## src/rtl/mult_ctrl_if.sv

```systemverilog
// Strobe and handshake bundle between the multiplier sequencer and its accumulator datapath.
// The master side is the sequencer; the slave side is the accumulator owner.
interface mult_ctrl_if;
  logic St;
  logic M;
  logic Load;
  logic Ad;
  logic Sh;
  logic Done;
  logic Busy;

  modport master (
    input  St,
    input  M,
    output Load,
    output Ad,
    output Sh,
    output Done,
    output Busy
  );

  modport slave (
    output St,
    output M,
    input  Load,
    input  Ad,
    input  Sh,
    input  Done,
    input  Busy
  );
endinterface

```

## src/rtl/mult_ctrl.sv

```systemverilog
// Shift-and-add multiplier sequencer: N shift steps, an add before each step whose multiplier
// bit is 1, and a Start/Done handshake toward the datapath owner.
module mult_ctrl #(
  parameter int unsigned N = 16
) (
  input  logic        Clk,
  input  logic        Rst,
  mult_ctrl_if.master bus
);

  localparam int unsigned KW = (N > 1) ? $clog2(N) : 1;
  localparam logic [KW-1:0] KLast = KW'(N - 1);

  typedef enum logic [1:0] {
    StIdle,
    StChk,
    StShift,
    StDone
  } state_e;

  state_e        state_q;
  logic [KW-1:0] k_q;
  logic          done_q;
  logic          busy_q;
  logic          load;
  logic          add;
  logic          shift;
  logic          k_last;

  // Strobes are combinational so the accumulator acts in the same cycle as the decision.
  always_comb begin
    load   = (state_q == StIdle) && bus.St && !Rst;
    add    = (state_q == StChk) && bus.M;
    shift  = ((state_q == StChk) && !bus.M) || (state_q == StShift);
    k_last = (k_q == KLast);
  end

  always_ff @(posedge Clk or posedge Rst) begin
    if (Rst) begin
      state_q <= StIdle;
      k_q     <= '0;
      done_q  <= 1'b0;
      busy_q  <= 1'b0;
    end else begin
      unique case (state_q)
        StIdle: begin
          k_q <= '0;
          if (bus.St) begin
            state_q <= StChk;
            busy_q  <= 1'b1;
          end
        end
        StChk: begin
          if (bus.M) begin
            state_q <= StShift;
          end else begin
            k_q <= k_q + KW'(1);
            if (k_last) begin
              state_q <= StDone;
              done_q  <= 1'b1;
            end
          end
        end
        StShift: begin
          k_q <= k_q + KW'(1);
          if (k_last) begin
            state_q <= StDone;
            done_q  <= 1'b1;
          end else begin
            state_q <= StChk;
          end
        end
        StDone: begin
          state_q <= StIdle;
          done_q  <= 1'b0;
          busy_q  <= 1'b0;
        end
        default: begin
          state_q <= StIdle;
          done_q  <= 1'b0;
          busy_q  <= 1'b0;
        end
      endcase
    end
  end

  assign bus.Load = load;
  assign bus.Ad   = add;
  assign bus.Sh   = shift;
  assign bus.Done = done_q;
  assign bus.Busy = busy_q;

endmodule
```

## src/flat_wrapper.sv

```systemverilog
// flat-port wrapper written by rule: the top's interface ports become plain ports
module mult_ctrl_flat 
#(
  parameter int unsigned N = 16
)
  (Clk, Rst, bus_St, bus_M, bus_Load, bus_Ad, bus_Sh, bus_Done, bus_Busy);
  mult_ctrl_if bus_i ();
  input  logic Clk;
  input  logic Rst;
  input wire logic [$bits(bus_i.St)-1:0] bus_St;
  input wire logic [$bits(bus_i.M)-1:0] bus_M;
  output wire logic [$bits(bus_i.Load)-1:0] bus_Load;
  output wire logic [$bits(bus_i.Ad)-1:0] bus_Ad;
  output wire logic [$bits(bus_i.Sh)-1:0] bus_Sh;
  output wire logic [$bits(bus_i.Done)-1:0] bus_Done;
  output wire logic [$bits(bus_i.Busy)-1:0] bus_Busy;
  assign bus_i.St = bus_St;
  assign bus_i.M = bus_M;
  assign bus_Load = bus_i.Load;
  assign bus_Ad = bus_i.Ad;
  assign bus_Sh = bus_i.Sh;
  assign bus_Done = bus_i.Done;
  assign bus_Busy = bus_i.Busy;
  mult_ctrl #(.N(N)) u_core (.Clk(Clk), .Rst(Rst), .bus(bus_i));
endmodule
```

## config.mk

```make
export PLATFORM = sky130hd
export DESIGN_NAME = mult_ctrl_flat
export DESIGN_NICKNAME = d
export VERILOG_FILES = /design/src/rtl/mult_ctrl_if.sv /design/src/rtl/mult_ctrl.sv /design/src/flat_wrapper.sv
export SDC_FILE = /design/constraint.sdc
export NUM_CORES = 1
export LEC_CHECK = 0
export BUFFER_PORTS_ARGS = -buffer_cell sky130_fd_sc_hd__clkbuf_2
export CAP_MARGIN = 20
export CORE_AREA = 2 2 39 41
export CTS_CLUSTER_SIZE = 30
export DETAILED_ROUTE_END_ITERATION = 7
export DIE_AREA = 0 0 41 43
export SYNTH_ARGS = -nofsm -noshare
export SYNTH_HDL_FRONTEND = slang
export SYNTH_SLANG_ARGS = --single-unit
```

## constraint.sdc

```tcl
create_clock -name Clk -period 1.7 [get_ports Clk]
set_input_delay 0.085 -clock Clk [delete_from_list [all_inputs] [get_ports Clk]]
set_output_delay 0.085 -clock Clk [all_outputs]
set_load 0.01 [all_outputs]
```

## Yosys cells after proc, flatten, opt, wreduce, memory -nomap -nowiden

Index checks and enable logic that the tools add are counted.

| storage, ports and cells | value |
|---|---|
| register bits | 8 |
| input bits | 4 |
| logic and storage cells | 39 |

| cells by class | value |
|---|---|
| $add $sub $neg | 1 |
| equal/unequal tests | 7 |
| muxes and demuxes | 12 |
| reductions and logical operators | 15 |

Operators with widths:

| operator | number |
|---|---|
| $pmux 4 s3 | 1 |
| $mux 2 | 4 |
| $pmux 2 s4 | 1 |
| $reduce_and 2->1 | 4 |
| $reduce_bool 3->1 | 2 |
| $add 4x1->4 const B | 1 |
| $eq 2x2->1 const B | 2 |
| $eq 4x4->1 const B | 1 |
| $logic_and 1x1->1 | 4 |
| $mux 4 | 1 |
| $ne 2x2->1 const B | 2 |
| $mux 1 | 3 |
| $ne 3x2->1 const B | 1 |
| $pmux 1 s3 | 1 |
| $eq 2x1->1 const B | 1 |
| $logic_not 1->1 | 2 |
| $logic_not 2->1 | 1 |
| $pmux 1 s2 | 1 |
| $reduce_bool 2->1 | 1 |
| $logic_or 1x1->1 | 1 |

## Logic depth before layout (Yosys ltp)

Gate-level depths: netlist of the first run.

| logic depth | value |
|---|---|
| depth in word-level cells | 4 |
| gate-level depth with buffers | 5 |

## Least setup slack after synthesis of the first run

Ideal clock, no wire load.

| timing | value |
|---|---|
| path kind | flip-flop to flip-flop |
| start | reg u_core.state_q[0] |
| end | reg u_core.k_q[3] |
| data arrival time | 1.177 ns |
| data required time | 1.571 ns |
| path slack | 0.394 ns |
| stages on the path, launching flop included | 6 |
| cells stage by stage | dfrtp_1 inv_1 ha_1 and2_1 a22oi_1 o31ai_1 |

| between the ends | value |
|---|---|
| cells in the longest elaborated chain, start to end | 3 |

RTL lines:

| item | RTL line | RTL |
|---|---|---|
| start, declared | mult_ctrl.sv:21 | `state_e state_q;` |
| start signal, assigned | mult_ctrl.sv:40 | `state_q <= StIdle;` |
| start signal, assigned | mult_ctrl.sv:49 | `state_q <= StChk;` |
| start signal, assigned | mult_ctrl.sv:55 | `state_q <= StShift;` |
| $eq 2x1->1, or another cell as far along | mult_ctrl.sv:45 | `unique case (state_q)` |
| $ne 2x2->1 (no line) or $reduce_bool 3->1 (tied branches) | -- |  |
| $reduce_and 2->1 (no line) | -- |  |
| end signal, assigned | mult_ctrl.sv:57 | `k_q <= k_q + KW'(1);` |
| end signal, assigned | mult_ctrl.sv:65 | `k_q <= k_q + KW'(1);` |
| end, declared | mult_ctrl.sv:22 | `logic [KW-1:0] k_q;` |

Parallel ways exist; a longest one is shown, timed or not.
A chain may end at the register's enable or synchronous reset.

## Worst setup path after layout of the first run

| timing | value |
|---|---|
| start | reg u_core.state_q[1] |
| end | out bus_Sh |

| between the ends | value |
|---|---|
| cells in the longest elaborated chain, start to end | 3 |

RTL lines:

| item | RTL line | RTL |
|---|---|---|
| $eq 2x1->1 | mult_ctrl.sv:34 | `shift = ((state_q == StChk) && !bus.M) \|\| (state_q == StShift);` |
| $logic_and 1x1->1 | mult_ctrl.sv:34 |  |
| $logic_or 1x1->1 (*) | mult_ctrl.sv:34 |  |
| end, declared | flat_wrapper.sv:14 | `output wire logic [$bits(bus_i.Sh)-1:0] bus_Sh;` |

Every way passes the cells marked *; elsewhere a longest branch is shown, timed or not.

==> results of run 1 <==
## worst max path at each step
stage / end / slack (ps) / depth (start not counted)
4_1_cts: bus_Sh / 180 / 5
5_1_grt: bus_Sh / 60 / 5
3_3_place_gp: u_core.k_q[3]$_DFFE_PP0P_ / 300 / 5
6_report: bus_Sh / 190 / 5
2_1_floorplan: u_core.k_q[3]$_DFFE_PP0P_ / 390 / 5
3_5_place_dp: u_core.k_q[3]$_DFFE_PP0P_ / 280 / 5
## layout make-up
type                            count  area, sq um  area share, %
Inverter                            4        15.01          2.495
Sequential cell                     8        200.2          33.26
Tap cell                           16        20.02          3.326
Clock buffer                        3        22.52          3.742
Multi-Input combinational cell     39        286.5          47.61
Timing Repair Buffer               10        57.56          9.563
## state kept, by name (all words and copies together) (netlist names)
register and flops:
u_core.state_q 2, u_core.bus.Busy 1, u_core.bus.Done 1, u_core.k_q 4
## critical path, delay by kind of cell, from the launching register on
kind | cells | cell delay, ps
adder cells (fa/ha/maj) | 1 | 260
buffers and inverters | 2 | 280
AND/OR/NAND/NOR | 2 | 230
flip-flops | 1 | 410
## routing by layer
metal / global-route usage (%) / share of wire [%] / up-vias
met5: 0 / 0 / -
met4: 4.000 / 0.42 / 0
met2: 21.88 / 50 / 8
li1: - / - / 208
met1: 18.73 / 44 / 192
met3: 7.853 / 5.8 / 2
## stage by stage
step	instance area (sq um)	hold WS, ps	total power [uW]
after floorplan	501.7	-93.86	684.6
after global placement	569.3	36.67	811.9
after detailed placement	569.3	41.72	819.5
after CTS	601.8	159.8	970.3
after global routing	601.8	162.3	1068
final	601.8	157.3	956.2
## power groups by stage
| stage | sequential (uW) | clock, uW | combinational (uW) |
|---|---|---|---|
| finish | 315 | 147 | 494 |
| global route | 328 | 166 | 574 |
| CTS | 316 | 152 | 503 |
| detailed placement | 320 | 0 | 500 |
| global placement | 317 | 0 | 495 |
| floorplan | 312 | 0 | 373 |
## cell families (layout without fill, tap and decap cells)
family	after synthesis	in the layout	share of synthesized area, %
and+or+nand+nor	17	17	18.95
AOI/OAI and AO/OA	15	15	21.20
DFF	8	8	39.90
adders and majority gates	6	6	14.96
buffers and inverters	4	17	2.992
muxes	1	1	1.995
## placed cells by master (no fill, tap or decap), drive strengths merged, types with 2 or more instances in the layout
master,instances
ha,6
and3,2
nand3,3
dfrtp,8
o21ai,4
and2,2
clkbuf,11
nand2,5
inv,4
nand2b,3
a21oi,4
## repair_timing
item                      CTS  global route
hold buffers                1             0
gates resized for setup     0             0
hold endpoints to repair    8             0
==> impl_metrics.csv, run 1 <==
group,metric,value,unit
die,pin_count,9,
clock_network,insertion_delay,260,ps
routing,drc,0,
placed_design,pre_cts_ws,278.8,ps
setup_path,reg2reg_slack,280,ps
grt,antenna_found_initial,0,
finish,drive_gt1_share,23.44,%
sta,fin_setup_tns,0,ps
sta,final-max-slew-violation-count,0,
grt,gr-total-overflow,0,
synth,ys_seq_area_share,39.90,%
placed_design,io_buffer_count,8,
setup_path,reg2reg_to,"u_core.k_q[3]$_DFFE_PP0P_",
power,power_density,1589,nW/um^2
synth,synth_area,501.7,sq um
setup_path,crit_top_cell,"nand2b_1",
power,clkPwrFrac,15.4,%
synth,ys_ff_latch,8,
setup_path,critical_path_arrival,1420,ps
sta,final-setup-viol-count,0,
routing,drt_iter0_drc,3,
die,fp.dieH,43,microns
finish,utilization,43.49,%
setup_path,r2r-start,"u_core.state_q[0]$_DFFE_PP0P_",
setup_path,cp_slowest_cell,"dfrtp_1",
finish,antennaDiodeCount,0,
setup_path,cpPeakStageDelay,410,ps
power,p_int,549.8,uW
clock_network,cts.sinks,8,
synth,synth_most_common_cell,"dfrtp_1",
die,core_area,1384,sq um
finish,area.growth.synth_to_final,19.95,%
setup_path,worstPathRequired,1620,ps
clock_network,clock_path_buffers,2,
setup_path,startpoint,"u_core.state_q[1]$_DFFE_PP0P_",
placed_design,gp_congestion,0.7216,
sta,hold_viol,0,
finish,stdcell_count,80,
routing,avgRoutedWirePerCell,11.90,microns
die,num_rows,14,
synth,synth_edf_count,0,
setup_path,startpoint_type,"register",
sta,fin_ws,190.2,ps
synth,synth-main-ff-cell,"dfrtp_1",
sta,max_freq,662.3,MHz
run_status,status,"complete, no violations",
power,ir_drop,752.6,uV
min_path,whs_endpoint,"u_core.bus.Busy$_DFFE_PP0P_",
power,combPwrFrac,51.7,%
sta,period_minus_slack,1510,ps
synth,synthCells,51,
routing,num_vias,410,
placed_design,dpl.cell_count,76,
routing,first_pass_iters,3,
synth,synth-async-reset-ratio,100.0,%
job,maxCapViolations,0,
finish,final.fill_count,146,
grt,grt_pass1_vias,400,
clock_network,post_cts_buffers,0,
clock_network,cts_tree,"yes",
min_path,min_from,"bus_St",
clock_network,cts_buffers,3,
min_path,min_path_type,"in -> reg",
setup_path,crit_chain,"inv_1, ha_1, nand2b_1, nand2b_1, clkbuf_2",
synth,synth.net_count,61,
routing,ant_nets,0,
grt,grt_pass1_wl,1718,microns
power,switchingPower,406.5,uW
die,fp.dieW,41,microns
grt,grt_usage,14.94,%
sta,skew,6.906,ps
clock_network,cts.reportedPaths.clkPinSlew,60,ps
setup_path,crit_path_end_kind,"output port",
synth,synth_top_area_share,39.90,%
routing,drt_wl_total,952,microns
sta,rsz0062_at_grt,"false",
placed_design,dp_hpwl,787,microns
die,die_area,1763,sq um
grt,grt_start_max_net_pins,10,
synth,syn_area_per_cell,9.838,sq um
synth,synth.area.top_cells,"dfrtp_1 40%, ha_1 15%, o21ai_1 4.0%",
setup_path,worstSetupPathType,"reg -> out",
synth,synthDistinctLibCells,22,
power,swShare,42.51,%
sta,timing.final.crit_share,88.81,%
setup_path,r2r_cells,5,
clock_network,h-tree-depth,1,
routing,viasPerCell,5.125,
sta,relSlewSlack,87.28,%
synth,synth.top_cells.by_count,"8 x dfrtp_1, 6 x ha_1, 5 x nand2_1",
synth,synth_top_area_cell,"dfrtp_1",
synth,yosysWarningCount,0,
power,seq_power_share,32.9,%
die,start_util,36.26,%
sta,worst_pin_slew,189.2,ps
clock_network,root_buffer,"clkbuf_4",
power,p_leak,0.0003163,uW
min_path,hold_depth,3,
setup_path,cp_max_fo,5,
finish,fin_nets,76,
Note: power is estimated with default switching activity, not from simulation.
==> inputs of run 2 (changes only) <==
Settings changed: PLACE_DENSITY set to 0.56.
==> impl_metrics.csv, run 2 (synthesis gave the netlist of run 1 again) <==
group,metric,value,unit
routing,drc,0,
grt,antenna_found_initial,0,
finish,antennaDiodeCount,0,
die,fp.dieH,43,microns
setup_path,startpoint_type,"register",
clock_network,insertion_delay,260,ps
finish,largest-register,"u_core.k_q",
sta,final-max-slew-violation-count,0,
sta,max_freq,649.7,MHz
sta,worst_pin_slew,334.9,ps
power,p_leak,0.0003115,uW
placed_design,io_buffer_count,8,
routing,drt_iter0_drc,8,
die,fp.dieW,41,microns
setup_path,startpoint,"u_core.state_q[1]$_DFFE_PP0P_",
sta,skew,14.34,ps
finish,largest_reg_flops,4,
routing,num_vias,394,
finish,fin_nets,75,
clock_network,root_buffer,"clkbuf_4",
grt,gr-total-overflow,0,
placed_design,pre_cts_ws,277.5,ps
setup_path,crit_family,"flip-flops",
routing,ant_nets,0,
die,die_area,1763,sq um
setup_path,worstPathRequired,1620,ps
placed_design,dpl.cell_count,75,
finish,utilization,42.95,%
sta,rsz0062_at_grt,"false",
setup_path,r2r_cells,5,
placed_design,dp_hpwl,734.3,microns
setup_path,cp_slowest_cell,"dfrtp_1",
grt,grt_start_max_net_pins,10,
grt,grt_usage,13.98,%
placed_design,gp_congestion,0.7549,
routing,first_pass_iters,2,
die,pin_count,9,
sta,final-setup-viol-count,0,
die,num_rows,14,
die,core_area,1384,sq um
sta,fin_setup_tns,0,ps
power,power_density,1622,nW/um^2
sta,hold_viol,0,
setup_path,worstSetupPathType,"reg -> out",
clock_network,cts.sinks,8,
clock_network,cts.reportedPaths.clkPinSlew,60,ps
setup_path,cp.depth,5,
setup_path,cp.buffers_inverters,2,
power,ir_drop,691.1,uV
finish,mostFrequentLayoutCells,"8 x clkbuf_2, 8 x dfrtp_1, 6 x ha_1, 5 x nand2_1",
finish,drive_gt1_share,22.22,%
setup_path,critical_path_arrival,1450,ps
setup_path,crit_path_end_kind,"output port",
sta,relSlewSlack,77.65,%
setup_path,cp_max_fo,5,
setup_path,crit_top_cell,"nand2b_1",
job,maxCapViolations,0,
clock_network,h-tree-depth,1,
setup_path,cpPeakStageDelay,410,ps
min_path,min_from,"bus_St",
sta,timing.final.crit_share,90.55,%
clock_network,clock_path_buffers,2,
clock_network,cts_tree,"yes",
clock_network,cts_buffers,3,
sta,fin_ws,160.7,ps
finish,stdcell_count,79,
finish,reg_top3,"u_core.k_q: 4 flops, u_core.state_q: 2 flops",
run_status,status,"complete, no violations",
finish,final.fill_count,139,
routing,drt_wl_total,960,microns
setup_path,crit_chain,"inv_1, ha_1, nand2b_1, nand2b_1, clkbuf_2",
clock_network,cts.repair.resized,0,
grt,grt_pass1_wl,1621,microns
min_path,hold_depth,3,
die,start_util,36.26,%
routing,avgRoutedWirePerCell,12.15,microns
grt,grt_pass1_vias,385,
finish,area.growth.synth_to_final,18.45,%
setup_path,r2r-start,"u_core.state_q[0]$_DFFE_PP0P_",
min_path,min_path_type,"in -> reg",
sta,period_minus_slack,1539,ps
routing,viasPerCell,4.987,
## run 2: layout make-up
type                            count  area (sq um)  area share (%)
Timing Repair Buffer                9         50.05           8.421
Sequential cell                     8         200.2           33.68
Inverter                            4         15.01           2.526
Tap cell                           16         20.02           3.368
Clock buffer                        3         22.52           3.789
Multi-Input combinational cell     39         286.5           48.21
## run 2: routing by layer
metal | part of all wire, % | GRT usage, %
met1 | 51 | 19.54
met2 | 42 | 19.06
met3 | 7.0 | 9.424
met4 | 0 | 0
met5 | 0 | 0
## run 2: metrics by stage
stage	total power, uW	area (sq um)	hold WS (ps)
2_1_floorplan	684.6	501.7	-93.86
4_1_cts	970.6	594.3	151.8
6_report	964.2	594.3	146.7
3_3_place_gp	815.5	561.8	44.23
3_5_place_dp	814.3	561.8	41.28
5_1_grt	1056	594.3	157.3
## run 2: report_power, final
part           internal, uW  switching (uW)
Combinational           211             284
Clock                  81.1            70.3
Sequential              255            62.9
Total                   547             417
## run 2: timing repair
action | CTS | global route
hold buffers | 1 | 0
hold endpoints to repair | 8 | 0
setup endpoints to repair | 0 | 0
buffers inserted | 0 | 0
## run 2: path summary, 6_finish.rpt
check	end	slack, ps
max in group asynchronous	u_core.state_q[0]$_DFFE_PP0P_	1140
hold reg to reg	u_core.k_q[0]$_DFFE_PP0P_	510
min in group asynchronous	u_core.bus.Busy$_DFFE_PP0P_	300
setup / recovery	bus_Sh	160
hold / removal	u_core.bus.Busy$_DFFE_PP0P_	150
setup reg to reg	u_core.k_q[3]$_DFFE_PP0P_	290
## run 2: worst register-to-register path, cell delays in order, from the launching register on
cell     delay (ps)
dfrtp_1         410
inv_1           100
ha_1            370
and2_1          180
a22oi_1         140
o31ai_1          90
